$ cat src/rtl/load_store_unit.sv
// -----------------------------------------------------------------------------
// load_store_unit
//
// Per-thread memory access engine. It answers the core scheduler's
// REQUEST / WAIT / UPDATE phases by issuing exactly one data-memory read (LDR)
// or write (STR) per instruction. It then reports progress on lsu_state so the
// scheduler can hold WAIT while any thread is still busy.
//
// Handshake semantics:
//   A request transfers on a rising edge where *_valid and *_ready are both 1.
//   While *_valid is 1, the address and data do not change. *_valid drops in
//   the cycle after the transfer. Responses (mem_read_rsp_valid,
//   mem_write_ack) are single-cycle pulses with no back-pressure. They are
//   only honoured in WAITING.
//
// Ports:
//   clk, reset                 core clock; synchronous active-high reset
//   enable                     thread active in this block
//   core_state[2:0]            scheduler phase (REQUEST=011, UPDATE=110)
//   decoded_mem_read_enable    instruction is LDR (wins if both are set)
//   decoded_mem_write_enable   instruction is STR
//   rs[DATA_BITS-1:0]          address operand
//   rt[DATA_BITS-1:0]          store data operand
//   mem_read_*                 read request / response channel
//   mem_write_*                write request / ack channel
//   lsu_state[1:0]             IDLE=00 REQUESTING=01 WAITING=10 DONE=11
//   lsu_out[DATA_BITS-1:0]     last load result
//   timeout_err                sticky; set when a transaction times out
// -----------------------------------------------------------------------------
module load_store_unit #(
  parameter int ADDR_BITS      = 8,
  parameter int DATA_BITS      = 8,
  parameter int TIMEOUT_CYCLES = 0
) (
  input  logic                 clk,
  input  logic                 reset,
  input  logic                 enable,
  input  logic [2:0]           core_state,
  input  logic                 decoded_mem_read_enable,
  input  logic                 decoded_mem_write_enable,
  input  logic [DATA_BITS-1:0] rs,
  input  logic [DATA_BITS-1:0] rt,
  output logic                 mem_read_valid,
  output logic [ADDR_BITS-1:0] mem_read_address,
  input  logic                 mem_read_ready,
  input  logic                 mem_read_rsp_valid,
  input  logic [DATA_BITS-1:0] mem_read_data,
  output logic                 mem_write_valid,
  output logic [ADDR_BITS-1:0] mem_write_address,
  output logic [DATA_BITS-1:0] mem_write_data,
  input  logic                 mem_write_ready,
  input  logic                 mem_write_ack,
  output logic [1:0]           lsu_state,
  output logic [DATA_BITS-1:0] lsu_out,
  output logic                 timeout_err
);

  typedef enum logic [1:0] {
    S_IDLE       = 2'b00,
    S_REQUESTING = 2'b01,
    S_WAITING    = 2'b10,
    S_DONE       = 2'b11
  } lsu_state_t;

  localparam logic [2:0] CORE_REQUEST = 3'b011;
  localparam logic [2:0] CORE_UPDATE  = 3'b110;

  // The counter only needs to reach TIMEOUT_CYCLES-1. The edge that would
  // take it to TIMEOUT_CYCLES is the timeout edge itself.
  localparam int CNT_W = (TIMEOUT_CYCLES > 1) ? $clog2(TIMEOUT_CYCLES) : 1;
  localparam logic [CNT_W-1:0] CNT_LAST =
    (TIMEOUT_CYCLES > 0) ? CNT_W'(TIMEOUT_CYCLES - 1) : '0;
  localparam bit TIMEOUT_ON = (TIMEOUT_CYCLES > 0);

  lsu_state_t       state;
  logic             is_read;
  logic [CNT_W-1:0] wait_cnt;
  logic [ADDR_BITS-1:0] rs_addr;
  logic             start;
  logic             timeout_hit;
  logic             handshake;

  // Address operand sized to the memory address width.
  generate
    if (ADDR_BITS <= DATA_BITS) begin : g_addr_trunc
      assign rs_addr = rs[ADDR_BITS-1:0];
    end else begin : g_addr_zext
      assign rs_addr = {{(ADDR_BITS-DATA_BITS){1'b0}}, rs};
    end
  endgenerate

  assign start = (core_state == CORE_REQUEST) && enable &&
                 (decoded_mem_read_enable || decoded_mem_write_enable);

  // A timeout edge takes priority over a handshake or response in the same
  // cycle, so the outcome depends only on how long the transaction has run.
  assign timeout_hit = TIMEOUT_ON && (wait_cnt == CNT_LAST);

  assign handshake = is_read ? (mem_read_valid  && mem_read_ready)
                             : (mem_write_valid && mem_write_ready);

  assign lsu_state = state;

  always_ff @(posedge clk) begin
    if (reset) begin
      state             <= S_IDLE;
      is_read           <= 1'b0;
      wait_cnt          <= '0;
      mem_read_valid    <= 1'b0;
      mem_read_address  <= '0;
      mem_write_valid   <= 1'b0;
      mem_write_address <= '0;
      mem_write_data    <= '0;
      lsu_out           <= '0;
      timeout_err       <= 1'b0;
    end else begin
      case (state)
        S_IDLE: begin
          if (start) begin
            state    <= S_REQUESTING;
            wait_cnt <= '0;
            // A read wins when both enables are set.
            is_read  <= decoded_mem_read_enable;
            if (decoded_mem_read_enable) begin
              mem_read_valid   <= 1'b1;
              mem_read_address <= rs_addr;
            end else begin
              mem_write_valid   <= 1'b1;
              mem_write_address <= rs_addr;
              mem_write_data    <= rt;
            end
          end
        end

        S_REQUESTING: begin
          if (timeout_hit) begin
            state           <= S_DONE;
            mem_read_valid  <= 1'b0;
            mem_write_valid <= 1'b0;
            lsu_out         <= '0;
            timeout_err     <= 1'b1;
          end else begin
            wait_cnt <= wait_cnt + 1'b1;
            if (handshake) begin
              state           <= S_WAITING;
              mem_read_valid  <= 1'b0;
              mem_write_valid <= 1'b0;
            end
          end
        end

        S_WAITING: begin
          if (timeout_hit) begin
            state       <= S_DONE;
            lsu_out     <= '0;
            timeout_err <= 1'b1;
          end else begin
            wait_cnt <= wait_cnt + 1'b1;
            if (is_read && mem_read_rsp_valid) begin
              lsu_out <= mem_read_data;
              state   <= S_DONE;
            end else if (!is_read && mem_write_ack) begin
              state <= S_DONE;
            end
          end
        end

        S_DONE: begin
          if (core_state == CORE_UPDATE) state <= S_IDLE;
        end

        default: state <= S_IDLE;
      endcase
    end
  end

endmodule

$ cat config.mk
export PLATFORM = sky130hd
export DESIGN_NAME = load_store_unit
export DESIGN_NICKNAME = d
export VERILOG_FILES = /design/src/rtl/load_store_unit.sv
export SDC_FILE = /design/constraint.sdc
export NUM_CORES = 1
export LEC_CHECK = 0
export CAP_MARGIN = 20
export CORE_MARGIN = 2
export CORE_UTILIZATION = 36
export DETAILED_ROUTE_END_ITERATION = 10
export PLACE_DENSITY_LB_ADDON = 0.1
export SYNTH_ARGS = -nofsm -noshare
export SYNTH_HDL_FRONTEND = slang
export SYNTH_SLANG_ARGS = --single-unit
$ cat constraint.sdc
create_clock -name clk -period 1.4 [get_ports clk]
set_input_delay 0.28 -clock clk [delete_from_list [all_inputs] [get_ports clk]]
set_output_delay 0.28 -clock clk [all_outputs]
set_load 0.02 [all_outputs]
# After elaboration in Yosys (flattened, before gate mapping)
# Cells that the tools add are included.
[word_totals]
reg_bits = 37
latchBits = 0
mem_bits_rw = 0
mem_bits_ro = 0
input_bits = 36
out_inout_bits = 37
wordCells = 51
n_memories = 0
[classes]
add_sub_neg = 0
mul = 0
div_mod_pow = 0
order_cmp = 0
n_eq_ne = 11
shifts = 0
n_mux = 14
bitwise = 1
n_reduce_logical = 17
[op_table]
columns = ["cell", "n"]
rows = [
  ["$reduce_and 4->1", 3],
  ["$mux 2", 5],
  ["$ne 2x2->1 const B", 5],
  ["$pmux 2 s4", 1],
  ["$logic_and 1x1->1", 6],
  ["$mux 1", 6],
  ["$reduce_and 3->1", 2],
  ["$eq 2x2->1 const B", 2],
  ["$pmux 1 s2", 2],
  ["$reduce_and 2->1", 2],
  ["$eq 3x2->1 const B", 1],
  ["$eq 3x3->1 const B", 1],
  ["$ne 3x3->1 const B", 1],
  ["$eq 2x1->1 const B", 1],
  ["$logic_not 2->1", 1],
  ["$reduce_bool 2->1", 1],
  ["$logic_not 1->1", 1],
  ["$logic_or 1x1->1", 1],
  ["$not 1->1", 1],
]

# Depth between registers and ports, before layout
[logic_depth]
ltp_word = 5
depth_mapped = 7
depth_no_buf = 5

# Worst setup path after synthesis
# Ideal clock, no wire load.
[synth_path]
kind = "reg2reg"
start = "register state[0], in the netlist lsu_state[0]"
end = "register mem_write_address[0]"
arrival_ps = 1502
t_required_ps = 1272
setup_slack_ps = -230
stages_incl_launch_ff = 8
n_path_buf = 2
synth_period_minus_slack_ps = 1630
cell_sequence = "dfxtp_1 > inv_1 > ha_1 > nand4b_1 > buf_6 > buf_6 > mux2i_1 > nor2_1"
[synth_via]
elab_chain_len = 2
[synth_rtl]
columns = ["element", "line_no", "source"]
rows = [
  ["start, declared", "75", "lsu_state_t state;"],
  ["start signal, assigned", "106", "state <= S_IDLE;"],
  ["start signal, assigned", "120", "state <= S_REQUESTING;"],
  ["start signal, assigned", "137", "state <= S_DONE;"],
  ["$logic_not 2->1", "117", "case (state)"],
  ["$reduce_and 3->1 (no line)", "--", ""],
  ["end signal, assigned", "129", "mem_write_address <= rs_addr;"],
  ["end, declared", "49", "output logic [ADDR_BITS-1:0] mem_write_address,"],
]
# No other way between the ends.
# A chain may end at the register's enable or synchronous reset.

# Worst setup path in the final report
[layout_path]
start = "register state[1], in the netlist lsu_state[1]"
end = "register mem_write_address[1]"
# The elaborated chain is that of the path after synthesis.

==> run_results.csv <==
group,metric,value,unit
critical_path,critical_path_class,"reg2reg",
die,dieArea,0.00470,mm²
layout,drive_gt1_share,14.3,%
die,die_y,68.6,µm
die,coreArea,0.00400,mm²
global_routing,grt_first_pass_wirelength,6090,µm
critical_path,critPathSlowestCell,"dfxtp_4",
layout,finalNonFillerCells,288,
logic_synthesis,synth_seq_cells,37,
cts,htree_levels,2,
layout,postLayoutCoreUtil,61.8,%
detailed_routing,wire_per_inst,13.5,µm
critical_path,path_max_fanout,7,
sta,tns,0,ps
cts,tritoncts,"yes",
critical_path,reg2regPathDepth,7,
sta,timing.hold.ws,457,ps
critical_path,worstPathArrival,1560,ps
cts,cts.sinks,37,
power,powerDensity,1010,mW/mm²
power,p_total,0.00250,W
logic_synthesis,synth.cell_area,0.00150,mm²
sta,hold_viol,0,
logic_synthesis,synth_area_per_cell,9.75,µm²
sta,fmax,722,MHz
cts,clkTransAtPathRegs,70,ps
detailed_routing,vias_per_cell,4.82,
sta,fin_crit_sh,99.0,%
outcome,status,"completed",
critical_path,crit_path_end_kind,"register",
layout,antenna_cells,0,
power,power.leakage,1.27,nW
global_routing,grt_usage,17.5,%
cts,cts_root_buf,"clkbuf_8",
placed_design,routabilityCongestion,0.808,
power,vdd_drop_max,577,µV
layout,nets,277,
critical_path,worst_path_largest_cell_delay,380,ps
logic_synthesis,ys_warn_count,0,
placed_design,placed_cells,278,
cts,cts_made_buffers,5,
critical_path,worstPathCellList,"inv_4, ha_4, nand4b_1, buf_6, buf_12, mux2i_2, nor2_1",
min_path,hp-class,"reg2reg",
placed_design,dpl.hpwl,2930,µm
sta,drv_slew,0,
sta,finalSetupViolations,0,
run,maxCapViolCount,0,
detailed_routing,drc,0,
die,num_io_pins,73,
cts,clock_latency,280,ps
detailed_routing,drtIter0Drc,69,
cts,hold_buffers,0,
logic_synthesis,synth_nets,194,
min_path,worstHoldPathCells,2,
global_routing,grt_overflow,0,
die,fp-row-count,23,
logic_synthesis,yosysSeqAreaShare,49.3,%
detailed_routing,routed-via-count,1389,
layout,area_growth_syn_to_layout,64.7,%
detailed_routing,firstDrtPassIters,4,
cts,cts.path.max_buffers,2,
critical_path,crit_required,1570,ps
global_routing,antenna_found_initial,0,
detailed_routing,wirelength,3900,µm
global_routing,grt_pass1_vias,1387,
sta,rsz0062_at_grt,"true",
critical_path,cp-start-kind,"register",
logic_synthesis,synthCells,154,
die,dieWidth,68.6,µm
placed_design,port_buffers,71,
logic_synthesis,synth_cell_types,28,
global_routing,grt_max_degree,19,
sta,layout_min_cycle_time,1390,ps
sta,finalClockSkew,3.24,ps
detailed_routing,ant_nets,0,
die,initial_core_util,37.5,%
[report_power, final]
| group | total (W) | internal [W] | leakage, nW | switching, W |
|---|---|---|---|---|
| Sequential | 0.00113 | 0.00109 | 0.300 | 0.0000332 |
| Combinational | 0.000501 | 0.000278 | 0.915 | 0.000222 |
| Clock | 0.000878 | 0.000509 | 0.0566 | 0.000369 |
[path summary, 6_finish.rpt]
| path | from | slack (ps) | endpoint |
|---|---|---|---|
| max | lsu_state[1] | 10 | mem_write_address[1] |
| min | mem_read_address[0] | 460 | mem_read_address[0] |
| max reg2reg | lsu_state[1] | 10 | mem_write_address[1] |
| min reg2reg | mem_read_address[0] | 460 | mem_read_address[0] |
[kinds of logic after synthesis]
logic type / Yosys count / share of synthesized area [%]
compound gates: 21 / 8.75
fa+ha+maj: 4 / 3.33
buf+inv: 11 / 4.08
flops: 37 / 49.3
mux: 28 / 19.0
other cells: 1 / 0.250
simple gates: 52 / 15.3
[Yosys cell counts, drive strengths merged]
| library cell | n | area share (%) |
|---|---|---|
| nand2b | 3 | 1.3 |
| dfxtp | 37 | 49 |
| o21bai | 1 | 0.50 |
| ha | 4 | 3.3 |
| nand2 | 17 | 4.2 |
| clkbuf | 4 | 1.0 |
| mux2i | 27 | 18 |
| nand3 | 2 | 0.67 |
| a21boi | 1 | 0.50 |
| a22o | 1 | 0.58 |
| conb | 1 | 0.25 |
| o21ai | 4 | 1.3 |
| and3 | 1 | 0.42 |
| nor2 | 25 | 6.3 |
| mux2 | 1 | 1.0 |
| and4b | 1 | 0.75 |
| a21oi | 11 | 3.9 |
| buf | 4 | 2.3 |
| inv | 3 | 0.75 |
| nand3b | 1 | 0.50 |
| and3b | 1 | 0.58 |
| o211ai | 1 | 0.50 |
| nand4b | 1 | 0.58 |
| a31oi | 1 | 0.42 |
| a221oi | 1 | 1.0 |
[worst max-delay path: cells and delay by family (launching register included)]
kind	cells	cell delay [ps]
and+or+nand+nor	2	170
buffers and inverters	3	340
adders and majority gates	1	170
muxes	1	210
DFF	1	380
[flip-flops by register name, indices dropped and copies added, names as in the netlist]
register and count:
mem_write_valid 1, lsu_out 8, mem_write_address 8, is_read 1, mem_read_address 8, mem_read_valid 1, lsu_state 2, mem_write_data 8
[placed cells by master, fill, tap and decap left out, types with 2 or more instances in the layout]
master,Yosys,final
ha_2,0,2
nand2b_1,3,3
clkdlybuf4s50_1,0,30
nand2_1,17,17
mux2i_2,0,2
nor2_1,25,25
clkbuf_8,0,6
a21oi_1,10,10
nand3_1,2,2
buf_4,1,9
mux2i_1,27,25
dfxtp_1,37,35
o21ai_0,4,4
dfxtp_4,0,2
dlygate4sd2_1,0,40
buf_6,2,2
[metrics by stage]
stage                     instance area (µm²)  setup slack [ps]
after floorplan                          1520             -5.53
final                                    2470              14.2
after global routing                     2470             -48.1
after global placement                   2330              -387
after detailed placement                 2330              -481
after CTS                                2440              4.37
[repair_timing]
item | CTS | global route
buffers inserted | 1 | 1
pin swaps | 3 | 1
setup endpoints to repair | 65 | 18
resized for setup | 48 | 6
gates cloned | 1 | 0
[final cells by class]
type	count	area (µm²)
clock buffer	8	111
timing repair buffer	84	801
inverter	3	13.8
multi-input combinational	106	737
sequential	37	748
fill	350	1530
tap	50	62.6
[routing by layer]
| metal | global-route usage, % | share of wire [%] | up-vias | wire (µm) |
|---|---|---|---|---|
| li1 | - | - | 686 | - |
| met2 | 30.2 | 50 | 52 | 1960 |
| met3 | 6.82 | 8.5 | 6 | 330 |
| met5 | 0 | 0 | - | 0 |
| met4 | 5.25 | 1.0 | 0 | 40 |
| met1 | 19.9 | 40 | 645 | 1570 |
(Power assumes the default switching activity.)
